===== config.mk =====
export PLATFORM = sky130hd
export DESIGN_NAME = bcd_xs3_stream_converter
export DESIGN_NICKNAME = d
export VERILOG_FILES = /design/src/rtl/bcdx_pkg.sv /design/src/rtl/xs3_digit_conv.sv /design/src/rtl/bcd_xs3_stream_converter.sv
export SDC_FILE = /design/constraint.sdc
export NUM_CORES = 1
export LEC_CHECK = 0
export BUFFER_PORTS_ARGS = -buffer_cell sky130_fd_sc_hd__buf_4
export CAP_MARGIN = 10
export CORE_ASPECT_RATIO = 0.6
export CORE_MARGIN = 5
export CORE_UTILIZATION = 53
export DETAILED_ROUTE_END_ITERATION = 10
export PLACE_DENSITY = 0.78
export SLEW_MARGIN = 5
export SYNTH_ARGS = -nofsm -noshare
export SYNTH_HDL_FRONTEND = slang
export SYNTH_SLANG_ARGS = --single-unit

===== constraint.sdc =====
create_clock -name clk -period 2.4 [get_ports clk]
set_input_delay 0.48 -clock clk [delete_from_list [all_inputs] [get_ports clk]]
set_output_delay 0.48 -clock clk [all_outputs]
set_load 0.01 [all_outputs]

===== src/rtl/bcdx_pkg.sv =====
// Shared definitions for the BCD <-> Excess-3 stream converter:
// FSM state encodings, digit-range limits and direction codes.
package bcdx_pkg;

    // FSM state encoding
    typedef logic [1:0] state_t;
    localparam state_t IDLE = 2'd0;
    localparam state_t CONV = 2'd1;
    localparam state_t DONE = 2'd2;

    // Digit arithmetic constants
    localparam logic [3:0] XS3_OFFSET = 4'd3;
    localparam logic [3:0] BCD_MAX    = 4'd9;
    localparam logic [3:0] XS3_MIN    = 4'd3;
    localparam logic [3:0] XS3_MAX    = 4'd12;

    // Conversion direction, sampled with each accepted word
    localparam logic MODE_TO_XS3 = 1'b0;
    localparam logic MODE_TO_BCD = 1'b1;

endpackage


===== src/rtl/xs3_digit_conv.sv =====
// Single-digit BCD <-> Excess-3 converter with validity check.
// Optional build macro: BCDX_INVALID_SATURATE_EN -- when defined, an invalid
// digit yields 4'hF; otherwise the raw modulo-16 result is passed through.
module xs3_digit_conv
    import bcdx_pkg::*;
(
    input  logic [3:0] digit_i,
    input  logic       mode_i,
    output logic [3:0] result_o,
    output logic       invalid_o
);

    logic [3:0] raw;
    logic       inv;

    // Offset the digit in the selected direction and range-check the source
    always_comb begin
        raw = 4'd0;
        inv = 1'b0;
        if (mode_i == MODE_TO_XS3) begin
            raw = digit_i + XS3_OFFSET;
            inv = (digit_i > BCD_MAX);
        end else begin
            raw = digit_i - XS3_OFFSET;
            inv = (digit_i < XS3_MIN) || (digit_i > XS3_MAX);
        end
    end

    assign invalid_o = inv;

`ifdef BCDX_INVALID_SATURATE_EN
    assign result_o = inv ? 4'hF : raw;
`else
    assign result_o = raw;
`endif

endmodule


===== src/rtl/bcd_xs3_stream_converter.sv =====
// Multi-digit BCD <-> Excess-3 stream converter. Accepts a packed word over
// valid/ready, converts one digit per clock (LSB first) and presents the
// result with a per-digit error mask until the downstream accepts it.
// Optional build macro: BCDX_INVALID_SATURATE_EN (see xs3_digit_conv).
module bcd_xs3_stream_converter
    import bcdx_pkg::*;
#(
    parameter int unsigned DIGITS = 4
) (
    input  logic                  clk,
    input  logic                  rst_n,
    input  logic                  in_valid,
    output logic                  in_ready,
    input  logic [4*DIGITS-1:0]   in_data,
    input  logic                  in_mode,
    output logic                  out_valid,
    input  logic                  out_ready,
    output logic [4*DIGITS-1:0]   out_data,
    output logic                  out_err,
    output logic [DIGITS-1:0]     out_err_mask
);

    localparam int unsigned IDXW = (DIGITS > 1) ? $clog2(DIGITS) : 1;
    localparam logic [IDXW-1:0] LAST_IDX = IDXW'(DIGITS - 1);

    state_t                state_q, state_d;
    logic [IDXW-1:0]       idx_q, idx_d;
    logic [4*DIGITS-1:0]   data_q, data_d;
    logic                  mode_q, mode_d;
    logic [4*DIGITS-1:0]   res_q, res_d;
    logic [DIGITS-1:0]     mask_q, mask_d;

    logic [3:0]            dig_in;
    logic [3:0]            dig_res;
    logic                  dig_inv;

    assign dig_in = data_q[4*idx_q +: 4];

    xs3_digit_conv u_digit_conv (
        .digit_i   (dig_in),
        .mode_i    (mode_q),
        .result_o  (dig_res),
        .invalid_o (dig_inv)
    );

    // Next-state: accept in IDLE, walk the digits in CONV, hold in DONE
    always_comb begin
        state_d = state_q;
        idx_d   = idx_q;
        data_d  = data_q;
        mode_d  = mode_q;
        res_d   = res_q;
        mask_d  = mask_q;
        case (state_q)
            IDLE: begin
                if (in_valid) begin
                    data_d  = in_data;
                    mode_d  = in_mode;
                    res_d   = '0;
                    mask_d  = '0;
                    idx_d   = '0;
                    state_d = CONV;
                end
            end
            CONV: begin
                res_d[4*idx_q +: 4] = dig_res;
                mask_d[idx_q]       = dig_inv;
                idx_d               = idx_q + 1'b1;
                if (idx_q == LAST_IDX) begin
                    // Return idx to 0 explicitly so non-power-of-two DIGITS never overruns
                    idx_d   = '0;
                    state_d = DONE;
                end
            end
            DONE: begin
                if (out_ready) begin
                    state_d = IDLE;
                end
            end
            default: state_d = IDLE;
        endcase
    end

    // State and datapath registers, cleared asynchronously
    always_ff @(posedge clk or negedge rst_n) begin
        if (!rst_n) begin
            state_q <= IDLE;
            idx_q   <= '0;
            data_q  <= '0;
            mode_q  <= MODE_TO_XS3;
            res_q   <= '0;
            mask_q  <= '0;
        end else begin
            state_q <= state_d;
            idx_q   <= idx_d;
            data_q  <= data_d;
            mode_q  <= mode_d;
            res_q   <= res_d;
            mask_q  <= mask_d;
        end
    end

    // Handshake outputs come from registered state only
    assign in_ready     = (state_q == IDLE);
    assign out_valid    = (state_q == DONE);
    assign out_data     = res_q;
    assign out_err_mask = mask_q;
    assign out_err      = |mask_q;

endmodule

### Word-level counts from Yosys, hierarchy flattened

Cells that the tools add are included.

* add/subtract/negate cells: 4
* magnitude comparators: 5
* eq/ne operators: 6
* shift operators: 3
* multiplexer cells: 17
* reductions and logical operators: 8

Operator list (count)
* 4-bit negation with 34-bit output: 1
* 4-bit by 34-bit variable shift with 16-bit output, first input constant: 1
* 4-bit by 34-bit variable part select with 16-bit output: 1
* 16-bit one-hot mux with 2 select lines: 1
* 16-bit bitwise mux: 1
* 16-bit 2-to-1 mux: 1
* 16-bit by 5-bit variable part select with 4-bit output: 1
* 2-bit 2-to-1 mux: 5
* 4-bit > comparator, second input constant: 2
* 4-bit 2-to-1 mux: 2
* 4-bit one-hot mux with 2 select lines: 1
* 2-bit one-hot mux with 3 select lines: 1
* 4-bit by 2-bit adder with 4-bit output, second input constant: 1
* 4-bit bitwise mux: 1
* 2-bit equality test, second input constant: 2
* 4-bit by 2-bit < comparator with 1-bit output, second input constant: 1
* 2-bit != test, second input constant: 2
* 2-bit one-hot mux with 2 select lines: 1
* 2-bit AND reduction: 2
* 4-bit OR reduction: 1
* 4-bit by 2-bit subtractor with 4-bit output, second input constant: 1
* 2-bit by 3-bit < comparator with 1-bit output, second input constant: 1
* 3-bit AND reduction: 1
* 2-bit by 1-bit adder with 2-bit output, second input constant: 1
* other kinds (9): 10

* flip-flop bits (word level): 41
* output and inout bits: 23
* word-level logic and storage cells: 49

### Depth between registers and ports, before layout

* word-level depth: 6
* mapped depth: 8

### Hierarchy

A second synthesis with hierarchy kept.

* cell total of the unflattened synthesis: 150
* area, all modules: 2105.8 µm²

Modules (own cells, without submodules)
* bcd_xs3_stream_converter: times used 1, cells an instance 133, area an instance 1965.6 µm², seq. area each 1026.0 µm²
* xs3_digit_conv: times used 1, cells an instance 17, area an instance 140.1 µm², seq. area each 0.0 µm²

### Worst setup path before layout

OpenSTA, ideal clock, no wires.

* kind: register to register
* from: register idx_q[0]
* to: register mask_q[0], in the netlist out_err_mask[0]
* library setup time: 82 ps
* data arrival time: 2019 ps
* required time: 2318 ps
* path slack: 299 ps
* stages on the path, launching flop included: 7
* buffers on the path: 2
* clock period less this slack: 2101 ps
* path through: dfrtp_1 -> buf_6 -> mux4_2 -> buf_6 -> ha_1 -> or4_4 -> a31oi_1

* cells in the longest elaborated chain, start to end: 6

Ends and longest elaborated chain
* from (decl): RTL line bcd_xs3_stream_converter.sv:27 `logic [IDXW-1:0] idx_q, idx_d;`
* from (signal assigned): RTL line bcd_xs3_stream_converter.sv:95 `idx_q <= idx_d;`
* 16-bit by 5-bit variable part select with 4-bit output (tied with other cells): RTL line bcd_xs3_stream_converter.sv:37 `assign dig_in = data_q[4*idx_q +: 4];`
* 4-bit by 2-bit < comparator with 1-bit output (tied with other cells): RTL line xs3_digit_conv.sv:25 `inv = (digit_i < XS3_MIN) || (digit_i > XS3_MAX);`
* 1-bit logical OR or 1-bit 2-to-1 mux (tied branches): RTL line xs3_digit_conv.sv:25, bcd_xs3_stream_converter.sv:67
* 1-bit 2-to-1 mux or 1-bit demux with 2-bit select (tied branches): RTL line xs3_digit_conv.sv:20, bcd_xs3_stream_converter.sv:67
* 4-bit bitwise mux (*): RTL line bcd_xs3_stream_converter.sv:67 `mask_d[idx_q] = dig_inv;`
* 4-bit one-hot mux with 2 select lines (*): RTL line bcd_xs3_stream_converter.sv:54 `case (state_q)`
* to (signal assigned): RTL line bcd_xs3_stream_converter.sv:99 `mask_q <= mask_d;`
* to (decl): RTL line bcd_xs3_stream_converter.sv:31 `logic [DIGITS-1:0] mask_q, mask_d;`

Every way passes the cells marked *; elsewhere a longest branch is shown, timed or not.
A chain may end at the register's enable or synchronous reset.

### Final worst setup path

* from: register idx_q[0]
* to: register res_q[3], in the netlist out_data[3]

* cells in the longest elaborated chain, start to end: 6

Ends and longest elaborated chain
* 16-bit by 5-bit variable part select with 4-bit output: RTL line bcd_xs3_stream_converter.sv:37
* 4-bit by 2-bit adder with 4-bit output or 4-bit by 2-bit subtractor with 4-bit output (tied branches): RTL line xs3_digit_conv.sv:21, xs3_digit_conv.sv:24
* 4-bit 2-to-1 mux: RTL line xs3_digit_conv.sv:20 `if (mode_i == MODE_TO_XS3) begin`
* 4-bit by 34-bit variable part select with 16-bit output: RTL line bcd_xs3_stream_converter.sv:66 `res_d[4*idx_q +: 4] = dig_res;`
* 16-bit bitwise mux (*): RTL line bcd_xs3_stream_converter.sv:66
* 16-bit one-hot mux with 2 select lines (*): RTL line bcd_xs3_stream_converter.sv:54
* to (signal assigned): RTL line bcd_xs3_stream_converter.sv:98 `res_q <= res_d;`
* to (decl): RTL line bcd_xs3_stream_converter.sv:30 `logic [4*DIGITS-1:0] res_q, res_d;`

Marks and branches as above.

==> summary.md <==
| Metric | Value |
|---|---|
| Status | finished, final reports clean |
| Vias | 1587 |
| Most frequent cells in the layout | nand2_1 (60), buf_4 (44), dfrtp_1 (41), inv_1 (16), o22ai_1 (9) |
| Yosys warning total | 0 |
| Max VDD drop | 0.780 mV |
| Slew @ Worst Pin | 657 ps |
| TNS Setup | 0 ps |
| Residual DRC count | 0 |
| Worst rel slew slack | 56.1% |
| Crit start category | register |
| Share of cells above drive strength 1 | 23.1% |
| CTS Buf Count | 5 |
| Max Cap Viol | 0 |
| Number of diodes | 0 |
| Largest net degree at the start of global routing | 42 |
| Setup crit end kind | register |
| Wire per inst | 15.3 um |
| F_max | 458 MHz |
| Antenna violations before repair | 0 |
| Setup skew after layout | 3.06 ps |
| Syn Inst Count | 203 |
| Place WS | 260 ps |
| DIE HEIGHT | 57.4 um |
| Util after Layout | 66.2% |
| Gpl congestion | 0.820 |
| Endpoints failing hold | 0 |
| Synth top area cells | dfrtp_1 (52%), nand2_1 (11%), ha_1 (4.4%) |
| Worst EP required | 2560 ps |
| Cts hold-fix bufs | 0 |
| Number of global-route vias before repair | 1501 |
| Total track usage | 19.0% |
| Fin crit share | 91.0% |
| Starting density of the core | 54.5% |
| Syn-to-layout area delta | 21.5% |
| Seq/Total Area, Yosys | 51.8% |
| Final Worst Setup Slack | 216 ps |
| PortBufs | 43 |
| Htree depth | 2 |
| RSZ-0062 raised after global routing | no |
| Post-CTS resize count | 0 |
| CP arrival | 2340 ps |
| HP Class | input pin to asynchronous set/reset pin |
| Global-route wire length before repair | 7.38 mm |
| Final Setup Violations | 0 |
| Worst-Skew Late Latency | 290 ps |
| Synth area leader | dfrtp_1 |
| Leading cell type in the layout, fill and taps excluded | nand2_1 |
| Cell area after synthesis | 0.00198 sq mm |
| Crit Path Category | register to register |
| Nets | 274 |
| Leak | 1.22 nW |
| CTS max path bufs | 2 |
| Post-route ant nets | 0 |
| Final HPWL DP | 3.40 mm |
| Pwr/cell area | 1470 mW/mm^2 |
| Syn Nets | 231 |
| Critical path fanouts, max | 10 |
| Number of DRC markers in iteration 0 | 76 |
| Cell variety after synth | 38 |
| Syn Area/Cell | 9.76 sq um |
| First drt pass iteration count | 4 |
| Congestion Overflow GR | 0 |
| Post-Route WL | 4.50 mm |
| Clk root buf | clkbuf_8 |
| Post-CTS setup buffers | 0 |
| Vias/cell | 5.40 |
| Count of state elements after synthesis | 41 |
| Yosys top cell area share | 51.8% |
| Die area | 0.00510 sq mm |
| Number of I/O pins | 44 |
| Die Wd | 88.9 um |
| CTS Sinks | 41 |
| # rows | 17 |
| Tmin final | 2180 ps |
| Core area | 0.00364 sq mm |
| Slew Viols, Final | 0 |
| Reg clk slew, reported paths | 80 ps |
| Fillcell total | 294 |
| CTS tree | done |
==> path summary, 6_finish.rpt <==
path | cells after the start | to | startpoint | slack, ps
hold / removal | 1 | data_q[5] | rst_n | 150
max in group asynchronous | 1 | idx_q[1] | rst_n | 1890
min in group clk | 3 | data_q[4] | in_data[4] | 370
setup / recovery | 5 | out_data[3] | idx_q[0] | 220
hold reg to reg | 2 | data_q[10] | data_q[10] | 480
setup reg to reg | 5 | out_data[3] | idx_q[0] | 220
==> cell type report <==
| type | instances | area, sq um | area share [%] |
|---|---|---|---|
| well taps | 47 | 58.8 | 2.44 |
| multi-input cells | 138 | 850 | 35.3 |
| clock inverters | 2 | 10.0 | 0.416 |
| inverters | 16 | 60.1 | 2.49 |
| repair buffers | 44 | 330 | 13.7 |
| flip-flops and latches | 41 | 1030 | 42.6 |
| clock buffers | 6 | 72.6 | 3.01 |
==> registers in the layout, indices dropped and copies added (netlist names) <==
signal / count
data_q: 16
mode_q: 1
idx_q: 2
state_q: 2
out_err_mask: 4
out_data: 16
==> cells by family (layout without fill, tap and decap cells) <==
family,count (synthesis),after routing,synth area share [%]
fa+ha+maj,7,7,4.42
mux,5,5,5.24
xor+xnor,2,2,0.885
simple gates,83,83,18.5
flops,41,41,51.8
buf+inv,24,68,5.31
compound gates,41,41,13.8
==> critical path, cell delays in order, from the launching register on <==
cell,delay (ps)
dfrtp_1,410
buf_4,210
mux4_2,620
a211o_1,350
a21boi_1,320
o32ai_1,140
==> cells in the mapped netlist (all sizes together) <==
| cell | number |
|---|---|
| nand2 | 60 |
| dfrtp | 41 |
| inv | 16 |
| o22ai | 9 |
| a21oi | 8 |
| ha | 7 |
| clkbuf | 6 |
| nor2 | 5 |
| a31oi | 4 |
| and2 | 4 |
| mux4 | 4 |
| o21ai | 4 |
| nand2b | 3 |
| a211o | 2 |
| a21o | 2 |
| a22o | 2 |
| buf | 2 |
| nand4 | 2 |
| nand4b | 2 |
| nor2b | 2 |
| o21bai | 2 |
| o31ai | 2 |
| or4 | 2 |
| a211oi | 1 |
| a21bo | 1 |
| a21boi | 1 |
| mux2i | 1 |
| nand3 | 1 |
| nor3 | 1 |
| nor3b | 1 |
| o211a | 1 |
| o211ai | 1 |
| o32ai | 1 |
| xnor2 | 1 |
| xor2 | 1 |
==> power breakdown <==
group          internal [mW]  total, mW  switching (mW)  leakage, nW
Sequential              1.00       1.24           0.240        0.529
Clock                  0.202      0.435           0.234       0.0450
Combinational          0.800       1.85            1.05        0.650
Total                   2.01       3.53            1.53         1.22
==> per-stage QoR <==
stage	area, sq um	hold slack (ps)	instances	total power, mW
after floorplan	1980	184	203	2.48
after global placement	2320	453	286	3.03
after detailed placement	2320	460	286	3.08
after CTS	2410	170	294	3.52
after global routing	2410	203	294	3.80
final	2410	150	294	3.53
==> layer usage <==
layer	up-vias	track usage, %	share of wire (%)
li1	779	-	-
met1	754	30.4	52
met2	46	25.3	40
met3	8	4.62	6.3
met4	0	5.17	1.2
met5	-	0	0
Note: power is estimated with default switching activity, not from simulation.
